$ cat src/rtl/ca_row_renderer_if.sv
// Pixel timing bus from the VGA sync generator to pixel-stage consumers.
// Carries pixel enable, visible-area flag and the raster counters.
// master = sync generator side, slave = consumer side.
interface ca_row_renderer_if;
  logic        pixel_tick;
  logic        video_on;
  logic [10:0] pixel_x;
  logic [10:0] pixel_y;

  modport master (output pixel_tick, output video_on, output pixel_x, output pixel_y);
  modport slave  (input  pixel_tick, input  video_on, input  pixel_x, input  pixel_y);
endinterface

$ cat src/rtl/ca_row_renderer.sv
// Renders a 1-D elementary cellular automaton, one generation per CELL_PX-pixel band.
// Latency: rgb is registered, 1 clk after the raster inputs; next generation takes CELLS+1 clk.
// Backpressure: none; the raster bus is free-running and the engine runs inside hblank.
module ca_row_renderer #(
  parameter int          CELLS   = 80,
  parameter int          CELL_PX = 8,
  parameter int          HD      = 640,
  parameter int          VD      = 480,
  parameter logic [7:0]  RULE    = 8'd30,
  parameter logic [11:0] FG_RGB  = 12'hFFF,
  parameter logic [11:0] BG_RGB  = 12'h000
) (
  input  logic                clk,
  input  logic                reset_n,
  ca_row_renderer_if.slave    pix,
  input  logic [7:0]          rule_in,
  output logic [11:0]         rgb,
  output logic                busy
);

  localparam int IDXW = $clog2(CELLS);
  localparam int PXW  = $clog2(CELL_PX);

  localparam logic [CELLS-1:0] SEED      = {{(CELLS-1){1'b0}}, 1'b1} << (CELLS / 2);
  localparam logic [10:0]      HD_X      = 11'(HD);
  localparam logic [10:0]      VD_Y      = 11'(VD);
  localparam logic [10:0]      LAST_Y    = 11'(VD - 1);
  localparam logic [IDXW-1:0]  LAST_IDX  = IDXW'(CELLS - 1);
  localparam logic [PXW-1:0]   BAND_LAST = PXW'(CELL_PX - 1);

  typedef enum logic [1:0] {
    IDLE    = 2'd0,
    COMPUTE = 2'd1,
    COMMIT  = 2'd2
  } state_e;

  state_e           state_q, state_d;
  logic [IDXW-1:0]  idx_q, idx_d;
  logic [CELLS-1:0] cur_row_q, cur_row_d;
  logic [CELLS-1:0] nxt_row_q, nxt_row_d;
  logic [7:0]       rule_q, rule_d;
  logic [11:0]      rgb_q, rgb_d;
  logic             busy_q, busy_d;

  logic             reload;
  logic             start;
  logic [IDXW-1:0]  l_idx;
  logic [IDXW-1:0]  r_idx;
  logic [2:0]       nbhd;
  logic             new_cell;
  logic             in_vis;
  logic [IDXW-1:0]  col;
  logic             cell_on;

  // Raster events: frame reload in vblank, generation start at the end of a band's last line.
  always_comb begin
    reload = pix.pixel_tick && (pix.pixel_x == '0) && (pix.pixel_y == VD_Y);
    start  = pix.pixel_tick && (pix.pixel_x == HD_X) && (pix.pixel_y < LAST_Y) &&
             (pix.pixel_y[PXW-1:0] == BAND_LAST);
  end

  // Circular neighbourhood of the cell being computed and its rule lookup.
  always_comb begin
    l_idx    = (idx_q == '0) ? LAST_IDX : idx_q - 1'b1;
    r_idx    = (idx_q == LAST_IDX) ? '0 : idx_q + 1'b1;
    nbhd     = {cur_row_q[l_idx], cur_row_q[idx_q], cur_row_q[r_idx]};
    new_cell = rule_q[nbhd];
  end

  // Generation engine: serial compute into nxt_row, single-cycle commit; reload wins.
  always_comb begin
    state_d   = state_q;
    idx_d     = idx_q;
    cur_row_d = cur_row_q;
    nxt_row_d = nxt_row_q;
    rule_d    = rule_q;
    case (state_q)
      IDLE: begin
        if (start) begin
          state_d = COMPUTE;
          idx_d   = '0;
        end
      end
      COMPUTE: begin
        nxt_row_d[idx_q] = new_cell;
        if (idx_q == LAST_IDX) begin
          state_d = COMMIT;
        end else begin
          idx_d = idx_q + 1'b1;
        end
      end
      COMMIT: begin
        cur_row_d = nxt_row_q;
        state_d   = IDLE;
      end
      default: state_d = IDLE;
    endcase
    if (reload) begin
      cur_row_d = SEED;
      rule_d    = rule_in;
      state_d   = IDLE;
      idx_d     = '0;
    end
    busy_d = (state_d != IDLE);
  end

  // Pixel colour lookup; columns past the visible width never index the row.
  always_comb begin
    in_vis  = (pix.pixel_x < HD_X);
    col     = in_vis ? IDXW'(pix.pixel_x >> PXW) : '0;
    cell_on = in_vis && cur_row_q[col];
    rgb_d   = (pix.video_on && cell_on) ? FG_RGB : BG_RGB;
  end

  // State and output registers.
  always_ff @(posedge clk or negedge reset_n) begin
    if (!reset_n) begin
      state_q   <= IDLE;
      idx_q     <= '0;
      cur_row_q <= SEED;
      nxt_row_q <= SEED;
      rule_q    <= RULE;
      rgb_q     <= 12'h000;
      busy_q    <= 1'b0;
    end else begin
      state_q   <= state_d;
      idx_q     <= idx_d;
      cur_row_q <= cur_row_d;
      nxt_row_q <= nxt_row_d;
      rule_q    <= rule_d;
      rgb_q     <= rgb_d;
      busy_q    <= busy_d;
    end
  end

  assign rgb  = rgb_q;
  assign busy = busy_q;

endmodule

$ cat src/flat_wrapper.sv
// flat-port wrapper written by rule: the top's interface ports become plain ports
module ca_row_renderer_flat 
#(
  parameter int          CELLS   = 80,
  parameter int          CELL_PX = 8,
  parameter int          HD      = 640,
  parameter int          VD      = 480,
  parameter logic [7:0]  RULE    = 8'd30,
  parameter logic [11:0] FG_RGB  = 12'hFFF,
  parameter logic [11:0] BG_RGB  = 12'h000
)
  (clk, reset_n, rule_in, rgb, busy, pix_pixel_tick, pix_video_on, pix_pixel_x, pix_pixel_y);
  ca_row_renderer_if pix_i ();
  input  logic clk;
  input  logic reset_n;
  input  logic [7:0] rule_in;
  output logic [11:0] rgb;
  output logic busy;
  input wire logic [$bits(pix_i.pixel_tick)-1:0] pix_pixel_tick;
  input wire logic [$bits(pix_i.video_on)-1:0] pix_video_on;
  input wire logic [$bits(pix_i.pixel_x)-1:0] pix_pixel_x;
  input wire logic [$bits(pix_i.pixel_y)-1:0] pix_pixel_y;
  assign pix_i.pixel_tick = pix_pixel_tick;
  assign pix_i.video_on = pix_video_on;
  assign pix_i.pixel_x = pix_pixel_x;
  assign pix_i.pixel_y = pix_pixel_y;
  ca_row_renderer #(.CELLS(CELLS), .CELL_PX(CELL_PX), .HD(HD), .VD(VD), .RULE(RULE), .FG_RGB(FG_RGB), .BG_RGB(BG_RGB)) u_core (.clk(clk), .reset_n(reset_n), .pix(pix_i), .rule_in(rule_in), .rgb(rgb), .busy(busy));
endmodule
$ cat config.mk
export PLATFORM = sky130hd
export DESIGN_NAME = ca_row_renderer_flat
export DESIGN_NICKNAME = d
export VERILOG_FILES = /design/src/rtl/ca_row_renderer_if.sv /design/src/rtl/ca_row_renderer.sv /design/src/flat_wrapper.sv
export SDC_FILE = /design/constraint.sdc
export NUM_CORES = 1
export LEC_CHECK = 0
export ABC_AREA = 0
export CAP_MARGIN = 20
export CORE_UTILIZATION = 28
export CTS_CLUSTER_DIAMETER = 80
export DETAILED_ROUTE_END_ITERATION = 12
export DONT_BUFFER_PORTS = 1
export PLACE_DENSITY_LB_ADDON = 0.3
export SKIP_CTS_REPAIR_TIMING = 1
export SYNTH_ARGS = -nofsm -noshare
export SYNTH_HDL_FRONTEND = slang
export SYNTH_SLANG_ARGS = --single-unit
$ cat constraint.sdc
create_clock -name clk -period 4.3 [get_ports clk]
set_clock_uncertainty 0.15 [all_clocks]
set_input_delay 0.43 -clock clk [delete_from_list [all_inputs] [get_ports clk]]
set_output_delay 0.43 -clock clk [all_outputs]
set_load 0.02 [all_outputs]
==> results of run 1 <==
-- final cells by class --
class,count,area [um^2],area share [%]
Antenna cell,2,5.005,0.04175
Tap cell,504,630.6,5.261
Timing Repair Buffer,78,649.4,5.418
Clock buffer,19,442.9,3.695
Inverter,10,37.54,0.3132
Multi-Input combinational cell,874,5585,46.60
Clock inverter,13,146.4,1.221
Sequential cell,179,4489,37.45
-- how the worst min path moves through the flow --
stage | start | end | cells past startpoint
6_report | reset_n | u_core.nxt_row_q[36] | 0
5_1_grt | reset_n | u_core.nxt_row_q[36] | 0
4_1_cts | reset_n | u_core.nxt_row_q[60] | 0
3_5_place_dp | reset_n | u_core.nxt_row_q[60] | 0
3_3_place_gp | reset_n | u_core.nxt_row_q[60] | 0
2_1_floorplan | reset_n | u_core.busy | 0
-- stage by stage --
stage	cell area, um^2	hold WS [ns]	power [mW]	utilization, %	worst slack, ns
2_1_floorplan	10610	-0.01559	1.793	-	0.003956
4_1_cts	11840	-0.4688	3.409	32.10	0.09809
5_1_grt	11980	-0.4663	3.487	32.49	0.02446
3_3_place_gp	11250	0.009960	1.801	30.51	0.1829
3_5_place_dp	11250	0.008948	1.802	30.51	0.1463
6_report	11990	-0.4418	3.393	32.51	0.2675
-- cells in the final DEF, fill, tap and decap left out, types with 3 or more instances in the layout --
cell type and count:
a211oi_1 18, a21oi_1 195, a221oi_1 8, a22oi_1 5
a311oi_1 6, a31oi_1 88, and3_1 11, buf_4 62
buf_6 3, clkbuf_16 17, clkinv_4 3, dfrtp_1 171
dfstp_2 6, dlygate4sd3_1 11, inv_1 8, inv_6 4
mux2_2 24, mux2i_1 57, mux4_2 31, nand2_1 217
nand2b_1 8, nand3_1 22, nor2_1 45, nor2b_1 5
nor3_1 18, nor4_1 5, o2111ai_1 3, o211ai_1 7
o21ai_0 29, o22ai_1 13, o2bb2ai_1 3, xnor2_1 7
-- sequential cells by signal, indices dropped and copies added, names as in the netlist --
register and cells:
u_core.busy 1, u_core.cur_row_q 80, u_core.idx_q 7, u_core.nxt_row_q 80, u_core.rgb 1, u_core.rule_q 8
u_core.state_q 2
-- layer usage --
metal  routed length, um  vias up  track usage [%]
li1                    -     4284                -
met1               16320     4691            26.97
met2               16140      390            28.87
met3                2457       68            3.662
met4                1172        0            6.829
met5                   0        -                0
-- power by group through the flow --
stage / Combinational, mW / Sequential [mW] / Clock (mW)
2_1_floorplan: 0.0743 / 1.72 / 0
3_3_place_gp: 0.0755 / 1.73 / 0
3_5_place_dp: 0.0761 / 1.73 / 0
4_1_cts: 0.0766 / 1.69 / 1.64
5_1_grt: 0.0924 / 1.69 / 1.70
6_report: 0.0872 / 1.69 / 1.61
-- logic make-up after synthesis --
family                   count (synthesis)  share of synthesized area [%]
multiplexers                           113                          14.66
XOR/XNOR                                10                         0.8292
AND/OR/NAND/NOR                        351                          14.19
adder cells (fa/ha/maj)                  2                         0.2369
buffers and inverters                  127                          5.129
flip-flops                             179                          42.48
AO/OA/AOI/OAI                          398                          22.47
==> metrics.yaml, run 1 <==
clock_tree:
  clk_pin_slew_ns: 0.08
  cts-root-buf: "clkbuf_16"
  cts_tree: "done"
  clock_path_buffers: 2
  clock-sinks: 179
  clock_latency_ns: 0.44
  cts_buffers: 17
  htree_levels: 4
power_and_ir_drop:
  power.density_nw_per_um2: 283.1
  internal_power_mw: 2.601
  pwr-share-comb_pct: 2.6
  sw_frac_of_total_pct: 23.33
  peakVddDrop_uv: 256.5
  pwr-share-clk_pct: 47.5
  leakage_nw: 4.962
  p_switching_mw: 0.7917
  seq_power_share_pct: 49.9
layout:
  syn2layout_area_growth_pct: 13.48
  finalNonFillerCells: 1679
  fin_nets: 1196
  drive_gt1_share_pct: 14.92
  nFillCells: 3811
detailed_routing:
  postRouteAntennaNets: 0
  drc: 0
  wirelength_um: 36090
  vias: 9433
  firstDrtPassIters: 5
  viasPerCell: 5.618
  post_drt_wl_per_cell_um: 21.49
  dr.first_iter.drc_count: 1026
placed_design:
  routabilityCongestion: 0.9751
  io_buffer_count: 0
  hpwlAfterDp_um: 23780
  place_inst: 1631
sta:
  period_needed_ns: 4.032
  rsz0062_at_grt: "no"
  finalHoldViolCount: 179
  maxSlewHeadroom_pct: 23.18
  fin_tns_setup_ns: 0
  tightestPinTransition_ns: 1.156
  clock.fmax_ghz: 0.2480
  slew_viol_final: 0
  setup_viol: 0
  fin_hold_ws_ns: -0.4418
  fin_crit_sh_pct: 93.78
worst_hold_path:
  hp-class: "in2async"
synth:
  synth_top_cell_by_area: "dfrtp_1"
  yosysWarnings: 0
  synthMostInstantiatedCell: "nand2_1"
  synthArstFlopShare_pct: 100.0
  synth_edf_count: 0
  synth_nets: 1216
  synth_area_leaders: "dfrtp_1 41%, a21oi_1 9.2%, nand2_1 7.7%, mux4_2 6.6%, mux2i_1 5.5%"
  syn_inst: 1180
  ys_ff_latch: 179
  ys_types: 61
  synth_area_um2: 10560
  synth_top_flop_cell: "dfrtp_1"
  yosys-top-cells-count: "217 x nand2_1, 195 x a21oi_1, 173 x dfrtp_1, 88 x a31oi_1, 82 x clkbuf_1"
  avgSynthCellArea_um2: 8.951
  yosysSeqAreaShare_pct: 42.48
  synth_top_area_share_pct: 40.99
setup_path:
  crit_required_ns: 4.45
  crit_start: "u_core.idx_q[1]"
  crit_end: "u_core.nxt_row_q[32]"
  timing.rr.start: "u_core.idx_q[1]"
  reg2reg_slack_ns: 0.27
  crit_path_top_delay_cell: "mux4_2"
  cp_cell_sequence: "inv_1 -> ha_2 -> or3b_1 -> o41ai_4 -> buf_4 -> mux4_2 -> o311ai_0 -> o211a_1 -> o31ai_2 -> mux2i_4 -> buf_12 -> a31oi_1"
  crit_buf_inv: 3
  crit_family: "compound AO/OA/AOI/OAI gates"
  cp.depth: 12
  worstRegToRegCells: 12
  crit_type: "reg2reg"
  worstReg2RegEnd: "u_core.nxt_row_q[32]"
  cp-end-kind: "register"
  worstSetupStartpointType: "register"
  arrival_ns: 4.19
  cp_max_fo: 44
  slowest_delay_ns: 0.50
run_status:
  outcome: "complete, but fails checks"
  violations: "negative hold slack"
die:
  die_x_um: 196.2
  die-area_um2: 38500
  die_height_um: 196.2
  core_um2: 36870
  io_pins: 47
  num_rows: 70
  start_util_pct: 28.65
global_route:
  grt_max_degree: 180
  first_global_vias: 8916
  grt_pass1_wl_um: 56100
  antenna_found_initial: 1
  grt-ovfl-total: 0
  grt_use_total_pct: 19.07
run:
  drv_cap: 0
Power figures use the tool's default switching activity.
==> run 2: changes to the inputs <==
==> constraint.sdc (replaced) <==
create_clock -name clk -period 4.3 [get_ports clk]
set_clock_uncertainty 0.15 [all_clocks]
set_input_delay 1.075 -clock clk [delete_from_list [all_inputs] [get_ports clk]]
set_output_delay 1.075 -clock clk [all_outputs]
set_load 0.02 [all_outputs]
==> run 2 against run 1 <==
  * The flow now finishes without violations
  * Core utilization shrank 0.12 points
  * Sequential power barely moved
  * Critical path type unchanged
  * Largest cell class unchanged
  * Critical endpoint is now u_core.nxt_row_q[64]
  * Setup slack worse by 0.097 ns
==> metrics.yaml, run 2 (synthesis results as in run 1) <==
run_status:
  outcome: "complete, no violations"
global_route:
  grt_max_degree: 180
  grt_pass1_wl_um: 55770
  antenna_found_initial: 1
  first_global_vias: 8928
  grt_use_total_pct: 18.97
  grt-ovfl-total: 0
sta:
  clock.fmax_ghz: 0.2422
  slew_viol_final: 0
  maxSlewHeadroom_pct: 23.59
  tightestPinTransition_ns: 1.149
  setup_viol: 0
  finalHoldViolCount: 0
  rsz0062_at_grt: "no"
  fin_crit_sh_pct: 96.03
  setup_ws_ns: 0.1706
  period_needed_ns: 4.129
placed_design:
  io_buffer_count: 0
  place_area_um2: 11320
  hpwlAfterDp_um: 24350
  pre_cts_ws_ns: -0.05661
  routabilityCongestion: 0.9687
setup_path:
  arrival_ns: 4.32
  crit_family: "compound AO/OA/AOI/OAI gates"
  cp-end-kind: "register"
  cp_cell_sequence: "inv_1 -> ha_2 -> inv_1 -> a21oi_1 -> buf_4 -> a21oi_1 -> o21ai_0 -> a21oi_1 -> o311a_1 -> a22oi_1 -> buf_4 -> mux2i_2 -> mux2i_4 -> buf_12 -> a31oi_1"
  crit_path_top_delay_cell: "ha_2"
  crit_type: "reg2reg"
  cp_max_fo: 36
  cp_common_cell: "a21oi_1"
  crit_buf_inv: 5
  crit_required_ns: 4.49
  worstSetupStartpointType: "register"
  slowest_delay_ns: 0.61
detailed_routing:
  postRouteAntennaNets: 0
  viasPerCell: 5.650
  drc: 0
  dr.first_iter.drc_count: 1304
  firstDrtPassIters: 6
  vias: 9463
  wirelength_um: 35800
  post_drt_wl_per_cell_um: 21.37
layout:
  final_common_cell: "nand2_1"
  nFillCells: 3820
  mostFrequentLayoutCells: "217 x nand2_1, 194 x a21oi_1, 171 x dfrtp_1"
  design_area_um2: 11940
  largestRegisters: "u_core.cur_row_q: 80 flops, u_core.nxt_row_q: 80 flops, u_core.rule_q: 8 flops"
  regArea_um2: 4489
  syn2layout_area_growth_pct: 13.07
  drive_gt1_share_pct: 16.05
  diodes: 0
  multi_input_area_um2: 5598
  fin_nets: 1194
clock_tree:
  cts_buffers: 17
  clk_pin_slew_ns: 0.08
  clock-sinks: 179
  cts_tree: "done"
  htree_levels: 4
  cts-root-buf: "clkbuf_16"
  clock_path_buffers: 2
  clock_latency_ns: 0.43
power_and_ir_drop:
  peakVddDrop_uv: 234.7
  power.density_nw_per_um2: 278.5
  leakage_nw: 4.956
worst_hold_path:
  hp-class: "in2async"
die:
  die_height_um: 196.2
  die_x_um: 196.2
  die-area_um2: 38500
  num_rows: 70
  io_pins: 47
  start_util_pct: 28.65
  core_um2: 36870
run:
  drv_cap: 0
-- run 2: worst paths after layout --
| path | start | endpoint | slack, ns | cells after the start |
|---|---|---|---|---|
| worst max register to register | u_core.idx_q[1] | u_core.nxt_row_q[64] | 0.17 | 15 |
| worst min register to register | u_core.nxt_row_q[68] | u_core.cur_row_q[68] | 0.36 | 2 |
| min in group clk | u_core.nxt_row_q[68] | u_core.cur_row_q[68] | 0.36 | 2 |
| worst max-delay path | u_core.idx_q[1] | u_core.nxt_row_q[64] | 0.17 | 15 |
| max in group asynchronous | reset_n | u_core.rule_q[3] | 3.33 | 0 |
| worst min-delay path | reset_n | u_core.nxt_row_q[61] | 0.21 | 0 |
-- run 2: final cells by class --
class	count	area share (%)
repair buffers	76	5.092
inverters	10	0.3143
clock buffers	18	3.677
flip-flops and latches	179	37.59
multi-input cells	874	46.87
clock inverters	14	1.173
well taps	504	5.280
-- run 2: report_power, final --
| group | internal, mW | switching, mW |
|---|---|---|
| clock network | 0.789 | 0.760 |
| logic | 0.0344 | 0.0502 |
| registers | 1.68 | 0.00967 |
-- run 2: per-layer routing --
layer	track usage, %	routed length, um	vias up
li1	-	-	4287
met1	26.15	15860	4692
met2	29.87	16430	435
met3	3.524	2557	49
met4	6.279	958	0
met5	0	0	-
-- run 2: through the flow --
stage | power [mW] | hold slack, ns | std cells | setup TNS [ns] | util, %
global route | 3.429 | 0.1861 | 1675 | 0 | 32.39
detailed placement | 1.807 | 0.3509 | 1641 | -0.9478 | 30.71
finish | 3.326 | 0.2118 | 1675 | 0 | 32.39
CTS | 3.360 | 0.1835 | 1673 | -2.227 | 32.28
floorplan | 1.793 | 0.3300 | 1180 | 0 | -
global placement | 1.807 | 0.3409 | 1641 | -4.869 | 30.71
